### src/rtl/trdb_pkg.sv
// Shared types and sizes for the trace branch-map block.
// Live and snapshot state share one struct so they can be copied whole.
package trdb_pkg;

  localparam int BRANCH_MAP_LEN = 31;
  localparam int BRANCH_CNT_W   = 5;

  typedef struct packed {
    logic [BRANCH_MAP_LEN-1:0] map;
    logic [BRANCH_CNT_W-1:0]   branches;
  } branch_map_t;

  localparam branch_map_t BRANCH_MAP_CLEAR = '0;

endpackage

### src/rtl/trdb_branch_map.sv
// Accumulates resolved conditional branches into an E-Trace branch map
// (1 = not taken) and hands a stable snapshot to the packet emitter.
module trdb_branch_map
  import trdb_pkg::*;
#(
  parameter int MAP_LEN = BRANCH_MAP_LEN,
  parameter int CNT_W   = $clog2(MAP_LEN + 1)
) (
  input  logic               clk_i,
  input  logic               rst_ni,
  input  logic               branch_i,
  input  logic               branch_taken_i,
  input  logic               flush_i,
  input  logic               snap_ready_i,
  output logic [MAP_LEN-1:0] map_o,
  output logic [CNT_W-1:0]   branches_o,
  output logic               is_full_o,
  output logic               is_empty_o,
  output logic [MAP_LEN-1:0] snap_map_o,
  output logic [CNT_W-1:0]   snap_branches_o,
  output logic               snap_valid_o,
  output logic               overflow_o
);

  branch_map_t r_live;
  branch_map_t r_snap;
  logic        r_snap_valid;
  logic        r_overflow;

  branch_map_t        w_live_nxt;
  logic               w_full;
  logic               w_new_bit;
  logic [MAP_LEN-1:0] w_append_mask;
  logic               w_drop;
  logic               w_proto_err;

  assign w_full        = (r_live.branches == CNT_W'(MAP_LEN));
  assign w_new_bit     = ~branch_taken_i;
  assign w_append_mask = {{(MAP_LEN-1){1'b0}}, w_new_bit} << r_live.branches;

  // A flush clears first, so a same-cycle branch lands in bit 0 of the new map.
  always_comb begin
    w_live_nxt = r_live;
    if (flush_i) begin
      w_live_nxt = BRANCH_MAP_CLEAR;
      if (branch_i) begin
        w_live_nxt.map      = {{(MAP_LEN-1){1'b0}}, w_new_bit};
        w_live_nxt.branches = CNT_W'(1);
      end
    end else if (branch_i && !w_full) begin
      w_live_nxt.map      = r_live.map | w_append_mask;
      w_live_nxt.branches = r_live.branches + CNT_W'(1);
    end
  end

  assign w_drop      = branch_i && !flush_i && w_full;
  assign w_proto_err = flush_i && r_snap_valid && !snap_ready_i;

  always_ff @(posedge clk_i or negedge rst_ni) begin
    if (!rst_ni) begin
      r_live <= BRANCH_MAP_CLEAR;
    end else begin
      r_live <= w_live_nxt;
    end
  end

  // Snapshot handshake: snap_valid_o is held high until a cycle with
  // snap_ready_i=1, and drops on the following cycle. A flush in that same
  // cycle reloads the snapshot and keeps it valid; a flush while valid and
  // not ready overwrites the snapshot and is flagged on overflow_o.
  always_ff @(posedge clk_i or negedge rst_ni) begin
    if (!rst_ni) begin
      r_snap       <= BRANCH_MAP_CLEAR;
      r_snap_valid <= 1'b0;
      r_overflow   <= 1'b0;
    end else begin
      r_overflow <= w_drop || w_proto_err;
      if (flush_i) begin
        r_snap       <= r_live;
        r_snap_valid <= 1'b1;
      end else if (r_snap_valid && snap_ready_i) begin
        r_snap_valid <= 1'b0;
      end
    end
  end

  assign map_o           = r_live.map;
  assign branches_o      = r_live.branches;
  assign is_full_o       = w_full;
  assign is_empty_o      = (r_live.branches == '0);
  assign snap_map_o      = r_snap.map;
  assign snap_branches_o = r_snap.branches;
  assign snap_valid_o    = r_snap_valid;
  assign overflow_o      = r_overflow;

endmodule

### config.mk
export PLATFORM = sky130hd
export DESIGN_NAME = trdb_branch_map
export DESIGN_NICKNAME = d
export VERILOG_FILES = /design/src/rtl/trdb_pkg.sv /design/src/rtl/trdb_branch_map.sv
export SDC_FILE = /design/constraint.sdc
export NUM_CORES = 1
export LEC_CHECK = 0
export BUFFER_PORTS_ARGS = -buffer_cell sky130_fd_sc_hd__buf_2
export CORE_MARGIN = 2
export CORE_UTILIZATION = 35
export CTS_CLUSTER_DIAMETER = 40
export DETAILED_ROUTE_END_ITERATION = 6
export GPL_TIMING_DRIVEN = 0
export PLACE_DENSITY_LB_ADDON = 0.12
export SYNTH_ARGS = -nofsm -noshare
export SYNTH_HDL_FRONTEND = slang
export SYNTH_SLANG_ARGS = --single-unit
### constraint.sdc
create_clock -name clk_i -period 5.9 [get_ports clk_i]
set_clock_uncertainty 0.15 [all_clocks]
set_input_delay 0 -clock clk_i [delete_from_list [all_inputs] [get_ports clk_i]]
set_output_delay 0 -clock clk_i [all_outputs]
set_load 0.1 [all_outputs]
# == Yosys cells after proc, flatten, opt, wreduce, memory -nomap -nowiden ==
# Cells that the tools add are included.
# classes
add_sub_neg,1
n_eq_ne,1
shifts,1
n_mux,5
n_bitwise,2
n_reduce_logical,13
# ops
operator,count
2-to-1 mux 36 bit,2
bitwise OR 31 bit,1
left shift 1 x 5 -> 31 bit,1
logical AND 1 bit,6
2-to-1 mux 6 bit,1
adder 5 x 1 -> 5 bit (second input constant),1
equality test 5 bit (second input constant),1
logical NOT 5 bit,1
nonzero test 2 bit,2
logical NOT 1 bit,3
2-to-1 mux 1 bit,2
logical OR 1 bit,1
inverter 1 bit,1
# totals
register_bits,74
inputBits,6
out_inout_bits,76

# == Depth between registers and ports, before layout ==
# Gate-level depths: netlist of run 1.
# depth
depth_word,5
mapped_depth,7

# == Worst setup path before layout of run 1 ==
# No wires, ideal clock.
# synth_timing
kind,reg2reg
from,"register r_live, in the netlist branches_o[0]"
to,"register r_live, in the netlist map_o[18]"
arrival_time_ns,3.154
required_time_ns,5.611
slack_ns,2.457
path_stages_with_launch,8
path_cell_list,dfrtp_1 -> ha_1 -> and3_1 -> ha_1 -> and2b_4 -> buf_12 -> o2111ai_4 -> o22ai_2
# synth_between
elab_chain_cells,4
# synth_rtl
element,line,rtl
"start, declared",trdb_branch_map.sv:25,branch_map_t r_live;
"start signal, assigned",trdb_branch_map.sv:63,r_live <= w_live_nxt;
equality test 5 bit,trdb_branch_map.sv:37,assign w_full = (r_live.branches == CNT_W'(MAP_LEN));
named net is_full_o,trdb_branch_map.sv:17,"output logic is_full_o,"
logical NOT 1 bit,trdb_branch_map.sv:50,end else if (branch_i && !w_full) begin
logical AND 1 bit,trdb_branch_map.sv:50,
nonzero test 2 bit (no source line),--,
# The timed path passes the listed nets, and every way through them passes these cells. The select of a mux whose other input is x is not followed.
# A chain may end at the register's enable or synchronous reset.

# == Final worst setup path of run 1 ==
# layout_timing
from,"register r_live, in the netlist branches_o[0]"
to,"register r_live, in the netlist map_o[18]"
# layout_between
elab_chain_cells,4
# layout_rtl
element,line
equality test 5 bit / left shift 1 x 5 -> 31 bit (equally long branches),"trdb_branch_map.sv:37, trdb_branch_map.sv:39"
logical NOT 1 bit / bitwise OR 31 bit (equally long branches),"trdb_branch_map.sv:50, trdb_branch_map.sv:51"
logical AND 1 bit / 2-to-1 mux 36 bit (equally long branches),trdb_branch_map.sv:50
nonzero test 2 bit (no source line) / 2-to-1 mux 36 bit (equally long branches),--
# Parallel ways exist; a longest one is shown, timed or not. The select of a mux whose other input is x is not followed.

==> metrics.md, run 1 <==
| Metric | Value |
|---|---|
| Syn Nets | approximately 240 |
| Htree depth | 3 |
| Fillcell total | 912 |
| Most frequent cells in the layout | buf_2 (84), dfrtp_1 (74), inv_1 (36), mux2_2 (29), o22ai_1 (18) |
| Cells after Synth | 233 |
| Resized Gates After CTS | 0 |
| Final ANT Viol Nets | 0 |
| Cell Area, Synth | around 3200 sq um |
| Commonest non-fill, non-tap cell in the layout | buf_2 |
| Largest net degree at the start of global routing | 50 |
| Final instance area | between 4000 and 5000 sq um |
| Synth cell types | 34 |
| Initial antenna violation count | 0 |
| Die width | roughly 100 um |
| Critical path's largest stage delay | 630 ps |
| Total wire length | 6.904 mm |
| WP data arrival | 2380 ps |
| Vias in the first global route | between 1500 and 2000 |
| Setup violators final | 0 |
| Required time of the worst setup path | 5940 ps |
| Worst Max-Slew Pin Slew | approximately 550 ps |
| Layout cells sized above 1 | 0.5015 |
| Root Driver | clkbuf_8 |
| Sw Ratio | 0.3044 |
| Die Area | 10020 sq um |
| Clock tree buffer depth | 2 |
| Place WS | 3621 ps |
| Area leader, netlist | dfrtp_1 |
| Register Area | 1852 sq um |
| Crit-path max FO | 10 |
| Placed cell areas | 3801 sq um |
| Core area | 9109 sq um |
| Slew HR | 0.6329 |
| Initial core utilization | 0.3548 |
| Comb power frac | 0.162 |
| Worst hold path type | in -> async |
| Worst-path clk slew | approximately 80 ps |
| Via Count | between 2000 and 2500 |
| Area used by multi-input combinational logic | 1107 sq um |
| Port Buffers | 80 |
| CTS Sinks | 74 |
| F_max | 428.5 MHz |
| CP Class | reg -> reg |
| Sw power | 0.3121 mW |
| # nets final | about 340 |
| Async SR Flop Fraction | 1.000 |
| RSZ-0062 raised after global routing | no |
| Synth-to-layout area growth | 24.39% |
| Worst path cell trace | ha_1 > and3_1 > ha_1 > and2b_4 > buf_12 > o2111ai_4 > o22ai_2 |
| Synth top area cells | dfrtp_1 (57%), mux2_2 (10%), o22ai_2 (4.6%) |
| Status | finished clean |
| Seq cells post-synth | 74 |
| Ys Warns | 0 |
| Sequential power share | 0.513 |
| Antenna cells | 0 |
| Num ports | 82 |
| CP Launch Type | register |
| VDD IR-drop max | 0.2063 mV |
| Largest delay share family, worst path | flip-flops |
| Clock share of power | 0.325 |
| Final GP Congestion | approximately 0.75 |
| Drt drc | 0 |
| Crit path buf inv count | 1 |
| EDFF count, synth | 0 |
| Tot Pwr | roughly 1.0 mW |
| Global-route wire length before repair | 10.94 mm |
| Cts bufs inserted | 9 |
| PD cells | 255.0 nW/um^2 |
| Worst Hold Slack | 15.22 ps |
| Final hold vios | 0 |
| Period utilization | 0.3955 |
| Die Y | between 100 and 150 um |
| Synth Area per Inst | 13.87 sq um |
| Overflow after GRT | 0 |
| Clock latency on the worst-skew pair | approximately 340 ps |
| Rows | 35 |
| DR WL/cell | about 16 um |
| Minimum clock period | 2334 ps |
| Final Max Tran Viols | 0 |
| Post-route setup TNS | 0 ps |
| CP most frequent cell | ha_1 |
| CTS tree | built |
| Max_cap viols | 0 |
| Detail Placement HPWL | 4.696 mm |
| Global-route usage over all layers | 0.1454 |
| Main flop type after synthesis | dfrtp_1 |
| Slowest-stage cell, CP | dfrtp_1 |
| Pre-antenna DRT Iters | 4 |
| Sequential element share of the synthesized area | 0.5730 |
| P_leak | about 2 nW |
| Post-synth top area share | 0.5730 |
| Final worst setup slack | 3566 ps |
| CP endpoint kind | register |
| DR iter-0 viols | 58 |
| Internal power | 0.7132 mW |
| Setup bufs post-CTS | 0 |
| Vias per inst | 4.813 |
==> synthesized netlist by cell type (3+ instances only) <==
| cell | n |
|---|---|
| nand2_1 | 4 |
| o22ai_2 | 12 |
| buf_2 | 5 |
| mux2_4 | 7 |
| inv_1 | 36 |
| ha_1 | 3 |
| dfrtp_1 | 74 |
| o2111ai_4 | 4 |
| mux2i_1 | 3 |
| mux2_2 | 29 |
| buf_6 | 6 |
| nor2_1 | 6 |
| o22ai_1 | 18 |
==> worst paths after layout <==
check / startpoint / endpoint / slack, ps / cells past startpoint
min in group clk_i: flush_i / branches_o[0]$_DFFE_PN0P_ / 40 / 4
setup reg to reg: branches_o[0]$_DFFE_PN0P_ / map_o[18]$_DFFE_PN0P_ / 3570 / 7
max in group asynchronous: rst_ni / snap_map_o[3]$_DFFE_PN0P_ / 5330 / 3
hold reg to reg: snap_map_o[15]$_DFFE_PN0P_ / snap_map_o[15]$_DFFE_PN0P_ / 350 / 1
setup / recovery: branches_o[0]$_DFFE_PN0P_ / map_o[18]$_DFFE_PN0P_ / 3570 / 7
hold / removal: rst_ni / snap_map_o[24]$_DFFE_PN0P_ / 20 / 3
==> cell type report <==
cell class,count,share of cell area
Timing Repair Buffer,86,0.1220
Sequential cell,74,0.4606
Tap cell,111,0.03455
Clock buffer,11,0.03517
Inverter,36,0.03361
Multi-Input combinational cell,109,0.2754
Buffer,14,0.03424
Clock inverter,3,0.004357
==> registers in the layout, indices dropped and copies added, names as in the netlist <==
| name | count |
|---|---|
| branches_o | 5 |
| snap_map_o | 31 |
| overflow_o | 1 |
| snap_branches_o | 5 |
| snap_valid_o | 1 |
| map_o | 31 |
==> cell families (layout without fill, tap and decap cells) <==
| logic type | Yosys count | in the layout | synth area share |
|---|---|---|---|
| AO/OA/AOI/OAI | 42 | 42 | 0.1320 |
| XOR/XNOR | 1 | 1 | 0.002711 |
| adder cells (fa/ha/maj) | 3 | 3 | 0.01162 |
| buffers and inverters | 50 | 150 | 0.08439 |
| flip-flops | 74 | 74 | 0.5730 |
| multiplexers | 40 | 40 | 0.1463 |
| AND/OR/NAND/NOR | 23 | 23 | 0.04994 |
==> routing by layer <==
metal	part of all wire	routed length (um)	vias to the layer above	global-route usage
li1	-	-	1004	-
met2	0.45	3110	65	0.2167
met5	0	0	-	0
met3	0.055	382	6	0.04387
met4	0.011	78	0	0.04426
met1	0.48	3332	1062	0.2052
==> worst min-delay path, cell delays in order <==
cell and delay (ps):
dlygate4sd3_1 520, buf_4 150, buf_12 180
==> through the flow <==
| step | cells | util |
|---|---|---|
| after floorplan | 233 | - |
| after global placement | 424 | 0.4140 |
| after detailed placement | 425 | 0.4173 |
| after CTS | 444 | 0.4413 |
| after global routing | 444 | 0.4413 |
| final | 444 | 0.4413 |
==> timing repair <==
| action | in CTS | in global routing |
|---|---|---|
| hold buffers | 5 | 0 |
| endpoints found under the hold margin | 83 | 0 |
| endpoints found under the setup margin | 0 | 0 |
==> power groups by stage <==
stage	Sequential [mW]	Clock [mW]	Combinational (mW)
finish	0.526	0.334	0.166
global route	0.527	0.365	0.175
CTS	0.526	0.347	0.168
detailed placement	0.536	0	0.164
global placement	0.536	0	0.161
floorplan	0.605	0	0.0551
No activity file was read; power rests on OpenSTA's default activity.
==> run 2, diff against run 1 <==
--- a/config.mk
+++ b/config.mk
@@ -5,6 +5,7 @@
 export SDC_FILE = /design/constraint.sdc
 export NUM_CORES = 1
 export LEC_CHECK = 0
+export ABC_AREA = 1
 export BUFFER_PORTS_ARGS = -buffer_cell sky130_fd_sc_hd__buf_2
 export CORE_MARGIN = 2
 export CORE_UTILIZATION = 35
==> constraint.sdc (replaced) <==
create_clock -name clk_i -period 2.4 [get_ports clk_i]
set_clock_uncertainty 0.15 [all_clocks]
set_input_delay 0 -clock clk_i [delete_from_list [all_inputs] [get_ports clk_i]]
set_output_delay 0 -clock clk_i [all_outputs]
set_load 0.1 [all_outputs]
==> metrics.md, run 2 <==
| Metric | Value |
|---|---|
| Status | finished with violations |
| Failing checks | hold timing |
| Largest family of logic cells by synthesized area | simple AND/OR/NAND/NOR gates |
| RSZ-0062 raised after global routing | no |
| VDD IR-drop max | 0.4112 mV (+99%) |
| Ys Warns | 0 (unchanged) |
| Placed cell areas | 3613 sq um (-4.9%) |
| Die Area | 9378 sq um (-6.4%) |
| CP Class | reg -> reg |
| Non-Filler Instances | 530 (+19%) |
| Final ANT Viol Nets | 0 (unchanged) |
| Sw power | 0.8070 mW (+160%) |
| P_leak | 2.041 nW (-0.76%) |
| Required time of the worst setup path | 2510 ps (-3430 ps) |
| Cells after Synth | 321 (+38%) |
| Max_cap viols | 0 (unchanged) |
| Final GP Congestion | 0.8532 (+14%) |
| Async SR Flop Fraction | 1.000 (unchanged) |
| Cell Area, Synth | 3017 sq um (-6.7%) |
| CTS tree | built |
| Sw Ratio | 0.2795 (-0.02490) |
| DR WL/cell | 14.86 um (-4.4%) |
| Cts bufs inserted | 9 (unchanged) |
| Initial core utilization | 0.3635 (+0.008678) |
| Rows | 33 (-5.7%) |
| CP endpoint kind | register |
| Largest delay share family, worst path | simple AND/OR/NAND/NOR gates |
| Die width | 96.84 um (-3.2%) |
| Setup violators final | 0 (unchanged) |
| Num ports | 82 (unchanged) |
| PD cells | 735.6 nW/um^2 (+190%) |
| Seq cells post-synth | 74 (unchanged) |
| Clock tree buffer depth | 2 (unchanged) |
| Critical path's largest stage delay | 510 ps (-120 ps) |
| Die Y | 96.84 um (-3.2%) |
| Synth cell types | 25 (-26%) |
| DP Cell Count | 508 (+20%) |
| Layout cells sized above 1 | 0.3106 (-0.1909) |
| Tot Pwr | 2.887 mW (+180%) |
| Sequential power share | 0.448 (-0.065) |
| Clock share of power | 0.419 (+0.094) |
| Simple-gate portion of the synthesized area | 0.1945 (+0.1446) |
| Compound-Gate Fraction of Synth Area | 0.1149 (-0.01713) |
| Synth top area cells | dfrtp_1 (61%), nand2_1 (11%), o21ai_0 (5.0%) |
| Comb power frac | 0.133 (-0.029) |
| Synth-to-layout area growth | 30.11% |
| Slowest-stage cell, CP | dfrtp_4 |
| Clock latency on the worst-skew pair | 350 ps (about the same) |
| EDFF count, synth | 0 (unchanged) |
| Vias in the first global route | 2498 (+25%) |
| Worst Hold Slack | -7.578 ps (-22.80 ps) |
| Slew HR | 0.6630 (+0.03009) |
| Pre-antenna DRT Iters | 5 (+1) |
| Minimum clock period | 2147 ps (-186.1 ps) |
| WP data arrival | 2260 ps (-120 ps) |
| CP most frequent cell | nor2_4 |
| Sequential element share of the synthesized area | 0.6139 (+0.04088) |
| Root Driver | clkbuf_8 |
| Commonest non-fill, non-tap cell in the layout | buf_2 |
| Most frequent cells in the layout | buf_2 (87), nand2_1 (86), dfrtp_1 (69), o21ai_0 (30) |
| Main flop type after synthesis | dfrtp_1 |
| Internal power | 2.080 mW (+190%) |
| Resized Gates After CTS | 0 (unchanged) |
| Global-route usage over all layers | 0.1770 (+0.03158) |
| Overflow after GRT | 0 (unchanged) |
| Worst-path clk slew | 80 ps (about the same) |
| Syn Nets | 330 (+36%) |
| Initial antenna violation count | 0 (unchanged) |
| # nets final | 429 (+27%) |
| Final hold vios | 7 (+7) |
| Final Max Tran Viols | 0 (unchanged) |
| Worst path cell trace | ha_1 > inv_1 > nor2_1 > ha_4 > nor2_4 > nor2_4 > nor2_4 > buf_6 > nand2_1 > a21oi_1 |
| Core area | 8299 sq um (-8.9%) |
| Via Count | 2505 (+17%) |
| Worst hold path type | in -> async |
| Multiplexer share of the synthesized area | 0 (-0.1463) |
| Area leader, netlist | dfrtp_1 |
| Synth Area per Inst | 9.398 sq um (-32%) |
| Final instance area | 3925 sq um (-2.4%) |
| Setup bufs post-CTS | 0 (unchanged) |
| Detail Placement HPWL | 5.672 mm (+21%) |
| Count leader, synth | nand2_1 |
| Post-route setup TNS | 0 ps (unchanged) |
| CTS Sinks | 74 (unchanged) |
| Global-route wire length before repair | 13.12 mm (+20%) |
| Htree depth | 3 (unchanged) |
| DR iter-0 viols | 145 (+150%) |
| Post-synthesis xor/xnor area fraction | 0 (-0.002710) |
| Critical R2R Launch | branches_o[0]$_DFFE_PN0P_ |
| Most common library cells after synthesis | nand2_1 (86), dfrtp_1 (74), o21ai_0 (30), nor2_1 (26), a21oi_1 (25) |
| Crit path buf inv count | 2 (+1) |
| Reg2Reg Setup Slack | 250 ps (-3310 ps) |
| Hold Buf Count CTS | 6 (+1) |
| Post-synthesis adder-cell area fraction | 0.01244 (+0.0008286) |
| Largest net degree at the start of global routing | 42 (-16%) |
| CP Launch Type | register |
| Antenna cells | 0 (unchanged) |
| Post-synth top area share | 0.6139 (+0.04088) |
| Timing startpoint of the critical path | branches_o[0]$_DFFE_PN0P_ |
| Total wire length | 7.877 mm (+14%) |
| Period utilization | 0.8948 (+0.4993) |
| Drt drc | 0 (unchanged) |
| Fin util | 0.4729 (+0.03159) |
| Vias per inst | 4.726 (-1.8%) |
| Crit-path max FO | 10 (unchanged) |
| Port Buffers | 81 (+1.3%) |
| F_max | 465.7 MHz (+8.7%) |
| Worst Max-Slew Pin Slew | 505.6 ps (-43.81 ps) |
==> run 2: cell count changes after synthesis, sizes merged, moves of 4 or more <==
| cell | before | now |
|---|---|---|
| a21oi | 0 | 30 |
| clkbuf | 1 | 5 |
| inv | 36 | 29 |
| mux2 | 37 | 0 |
| nand2 | 4 | 86 |
| nand3 | 3 | 7 |
| nor2 | 7 | 31 |
| nor3 | 2 | 7 |
| o2111ai | 6 | 0 |
| o21ai | 4 | 30 |
| o22ai | 30 | 0 |
==> run 2: power groups by stage <==
| stage | clock, mW | combinational (mW) | sequential [mW] |
|---|---|---|---|
| 6_report | 1.21 | 0.385 | 1.29 |
| 3_5_place_dp | 0 | 0.381 | 1.32 |
| 3_3_place_gp | 0 | 0.374 | 1.32 |
| 4_1_cts | 1.23 | 0.389 | 1.29 |
| 5_1_grt | 1.27 | 0.411 | 1.30 |
| 2_1_floorplan | 0 | 0.107 | 1.49 |
==> run 2: layout make-up <==
type,count,area (sq um)
timing repair buffer,88,488.0
tap,105,131.4
clock inverter,5,100.1
sequential,74,1868
clock buffer,11,151.4
multi-input combinational,202,985.9
fill,832,4374
inverter,30,112.6
buffer,15,87.58
==> run 2: routing by layer <==
metal / track usage / up-vias / wire [um]
met5: 0 / - / 0
met3: 0.03613 / 9 / 369
met1: 0.2520 / 1192 / 3849
met2: 0.2666 / 78 / 3531
met4: 0.06826 / 0 / 126
li1: - / 1226 / -
==> run 2: cell families (layout without fill, tap and decap cells) <==
family	count (synthesis)	after routing
AND/OR/NAND/NOR	135	135
flip-flops	74	74
buffers and inverters	45	149
adder cells (fa/ha/maj)	3	3
AO/OA/AOI/OAI	64	64
==> run 2: per-stage QoR <==
stage	hold slack, ps	setup slack (ps)
after floorplan	-445.6	1.549
after detailed placement	-157.5	309.3
final	-7.578	252.5
after global placement	48.56	311.8
after global routing	39.90	116.1
after CTS	3.098	283.9
==> run 2: final timing paths <==
| path | end | depth (start not counted) |
|---|---|---|
| worst max-delay path | map_o[22]$_DFFE_PN0P_ | 10 |
| worst min-delay path | snap_branches_o[2]$_DFFE_PN0P_ | 2 |
| worst max register to register | map_o[22]$_DFFE_PN0P_ | 10 |
| worst min register to register | snap_map_o[14]$_DFFE_PN0P_ | 2 |
| max in group asynchronous | map_o[18]$_DFFE_PN0P_ | 3 |
| min in group clk_i | snap_valid_o$_DFFE_PN0P_ | 3 |
==> run 3, diff against run 2 <==
--- a/config.mk
+++ b/config.mk
@@ -7,12 +7,15 @@
 export LEC_CHECK = 0
 export ABC_AREA = 1
 export BUFFER_PORTS_ARGS = -buffer_cell sky130_fd_sc_hd__buf_2
+export CELL_PAD_IN_SITES_DETAIL_PLACEMENT = 0
+export CELL_PAD_IN_SITES_GLOBAL_PLACEMENT = 2
 export CORE_MARGIN = 2
-export CORE_UTILIZATION = 35
+export CORE_UTILIZATION = 31
 export CTS_CLUSTER_DIAMETER = 40
 export DETAILED_ROUTE_END_ITERATION = 6
 export GPL_TIMING_DRIVEN = 0
 export PLACE_DENSITY_LB_ADDON = 0.12
+export SLEW_MARGIN = 5
 export SYNTH_ARGS = -nofsm -noshare
 export SYNTH_HDL_FRONTEND = slang
 export SYNTH_SLANG_ARGS = --single-unit
==> metrics.md, run 3 (synthesis results as in run 2) <==
| Metric | Value |
|---|---|
| Status | finished clean |
| CP Launch Type | register |
| Critical path's largest stage delay | 510 ps (about the same) |
| Num ports | 82 (unchanged) |
| Slew HR | 0.6496 (-0.01340) |
| Met2 Wirelength | 3.706 mm (+5.0%) |
| Worst Max-Slew Pin Slew | 525.7 ps (+20.10 ps) |
| Synth-to-layout area growth | 29.86% |
| Final hold vios | 0 (-7) |
| Via Count | 2457 (-1.9%) |
| CP endpoint kind | register |
| F_max | 474.7 MHz (+1.9%) |
| WL met3 | 331 um (-10%) |
| Worst hold path type | in -> reg |
| Total wire length | 8.255 mm (+4.8%) |
| Worst-path clk slew | 80 ps (about the same) |
| Fillcell total | 1023 (+23%) |
| Htree depth | 3 (unchanged) |
| Clock latency on the worst-skew pair | 350 ps (about the same) |
| Fin util | 0.4083 (-0.06462) |
| WP data arrival | 2240 ps (-20 ps) |
| Die width | 102.6 um (+6.0%) |
| Vias in the first global route | 2495 (-0.12%) |
| Cts bufs inserted | 9 (unchanged) |
| Die Y | 102.6 um (+6.0%) |
| Setup violators final | 0 (unchanged) |
| Final ANT Viol Nets | 0 (unchanged) |
| CP most frequent cell | nor2_4 |
| Period utilization | 0.8777 (-0.01708) |
| Slowest-stage cell, CP | dfrtp_4 |
| Max_cap viols | 0 (unchanged) |
| Crit-path max FO | 10 (unchanged) |
| Top Metal Used | met4 |
| Largest net degree at the start of global routing | 46 (+9.5%) |
| Hold path start | snap_ready_i |
| P_leak | 2.016 nW (-1.2%) |
| Critical R2R Launch | branches_o[0]$_DFFE_PN0P_ |
| RR Endpoint | map_o[27]$_DFFE_PN0P_ |
| Global-route wire length before repair | 13.28 mm (+1.2%) |
| Rows | 36 (+9.1%) |
| R2R depth | 10 (unchanged) |
| Most frequent cells in the layout | buf_2 (87), nand2_1 (86), dfrtp_1 (69), o21ai_0 (30) |
| CTS Sinks | 74 (unchanged) |
| CTS tree | built |
| PD cells | 659.2 nW/um^2 (-10%) |
| Core area | 9594 sq um (+16%) |
| Port Buffers | 81 (unchanged) |
| VDD IR-drop max | 0.2014 mV (-51%) |
| # nets final | 431 (+0.47%) |
| Initial core utilization | 0.3144 (-0.04906) |
| Largest delay share family, worst path | simple AND/OR/NAND/NOR gates |
| Initial antenna violation count | 0 (unchanged) |
| DR iter-0 viols | 77 (-47%) |
| Required time of the worst setup path | 2530 ps (+20 ps) |
| Layout cells sized above 1 | 0.3068 (-0.003797) |
| Tot Pwr | 2.582 mW (-11%) |
| Hold path cells | 3 |
| Vias per inst | 4.388 (-7.2%) |
| Overflow after GRT | 0 (unchanged) |
| Global-route usage over all layers | 0.1688 (-0.008143) |
| Wl on met1 | 4.056 mm (+5.4%) |
| Final GP Congestion | 0.7660 (-10%) |
| Worst path cell trace | ha_1 > inv_1 > nor2_1 > ha_4 > nor2_4 > nor2_4 > nor2_4 > buf_6 > nand2_1 > a21oi_2 |
| Resized Gates After CTS | 0 (unchanged) |
| DR WL/cell | 14.74 um (-0.82%) |
| RSZ-0062 raised after global routing | no |
| Commonest non-fill, non-tap cell in the layout | buf_2 |
| Antenna cells | 0 (unchanged) |
| Root Driver | clkbuf_8 |
| CP Class | reg -> reg |
| Die Area | 10540 sq um (+12%) |
| Worst Hold End | snap_valid_o$_DFFE_PN0P_ |
| Minimum clock period | 2107 ps (-40.99 ps) |
| Reg2Reg Setup Slack | 290 ps (+40 ps) |
| Clock tree buffer depth | 2 (unchanged) |
| Crit path buf inv count | 2 (unchanged) |
| Pre-antenna DRT Iters | 4 (-1) |
| Post-route setup TNS | 0 ps (unchanged) |
| Final Max Tran Viols | 0 (unchanged) |
| Drt drc | 0 (unchanged) |
| Detail Placement HPWL | 5.921 mm (+4.4%) |
-- run 3: layer usage --
metal	up-vias	track usage
met5	-	0
met4	0	0.07590
met3	13	0.02983
met2	55	0.2519
met1	1159	0.2403
li1	1230	-
-- run 3: power by group --
group / switching, mW / internal [mW]
Combinational: 0.324 / 0.0669
Sequential: 0.0206 / 1.27
Clock: 0.468 / 0.431
-- run 3: what timing repair did --
action | CTS | global route
hold buffers | 8 | 0
hold endpoints to repair | 88 | 0
buffers inserted | 0 | 0
-- run 3: cell type report --
type | count | area, sq um | area share
Sequential cell | 74 | 1868 | 0.4768
Clock inverter | 4 | 26.28 | 0.006707
Inverter | 30 | 112.6 | 0.02874
Buffer | 15 | 87.58 | 0.02236
Clock buffer | 12 | 155.1 | 0.03960
Timing Repair Buffer | 90 | 515.5 | 0.1316
Tap cell | 133 | 166.4 | 0.04248
Multi-Input combinational cell | 202 | 985.9 | 0.2517
-- run 3: through the flow --
stage	instance area [sq um]	setup WS (ps)	std cells	hold slack, ps
floorplan	3054	1.549	321	-445.6
global placement	3626	292.3	535	52.86
detailed placement	3656	295.4	536	-179.6
CTS	3918	281.0	560	235.7
global route	3918	133.6	560	237.6
finish	3918	293.5	560	254.3
-- run 3: worst max-delay path by stage --
stage                                          from                     to  slack (ps)  cells past startpoint
after floorplan           branches_o[1]$_DFFE_PN0P_  map_o[10]$_DFFE_PN0P_           2                     10
after global placement    branches_o[0]$_DFFE_PN0P_  map_o[21]$_DFFE_PN0P_         290                     10
after detailed placement  branches_o[0]$_DFFE_PN0P_  map_o[21]$_DFFE_PN0P_         300                     10
after CTS                 branches_o[0]$_DFFE_PN0P_  map_o[21]$_DFFE_PN0P_         280                     10
after global routing      branches_o[0]$_DFFE_PN0P_  map_o[21]$_DFFE_PN0P_         130                     10
final                     branches_o[0]$_DFFE_PN0P_  map_o[27]$_DFFE_PN0P_         290                     10
-- run 3: worst min-delay path, stage by stage --
cell	delay [ps]
dlygate4sd3_1	520
buf_2	110
o21ai_0	80
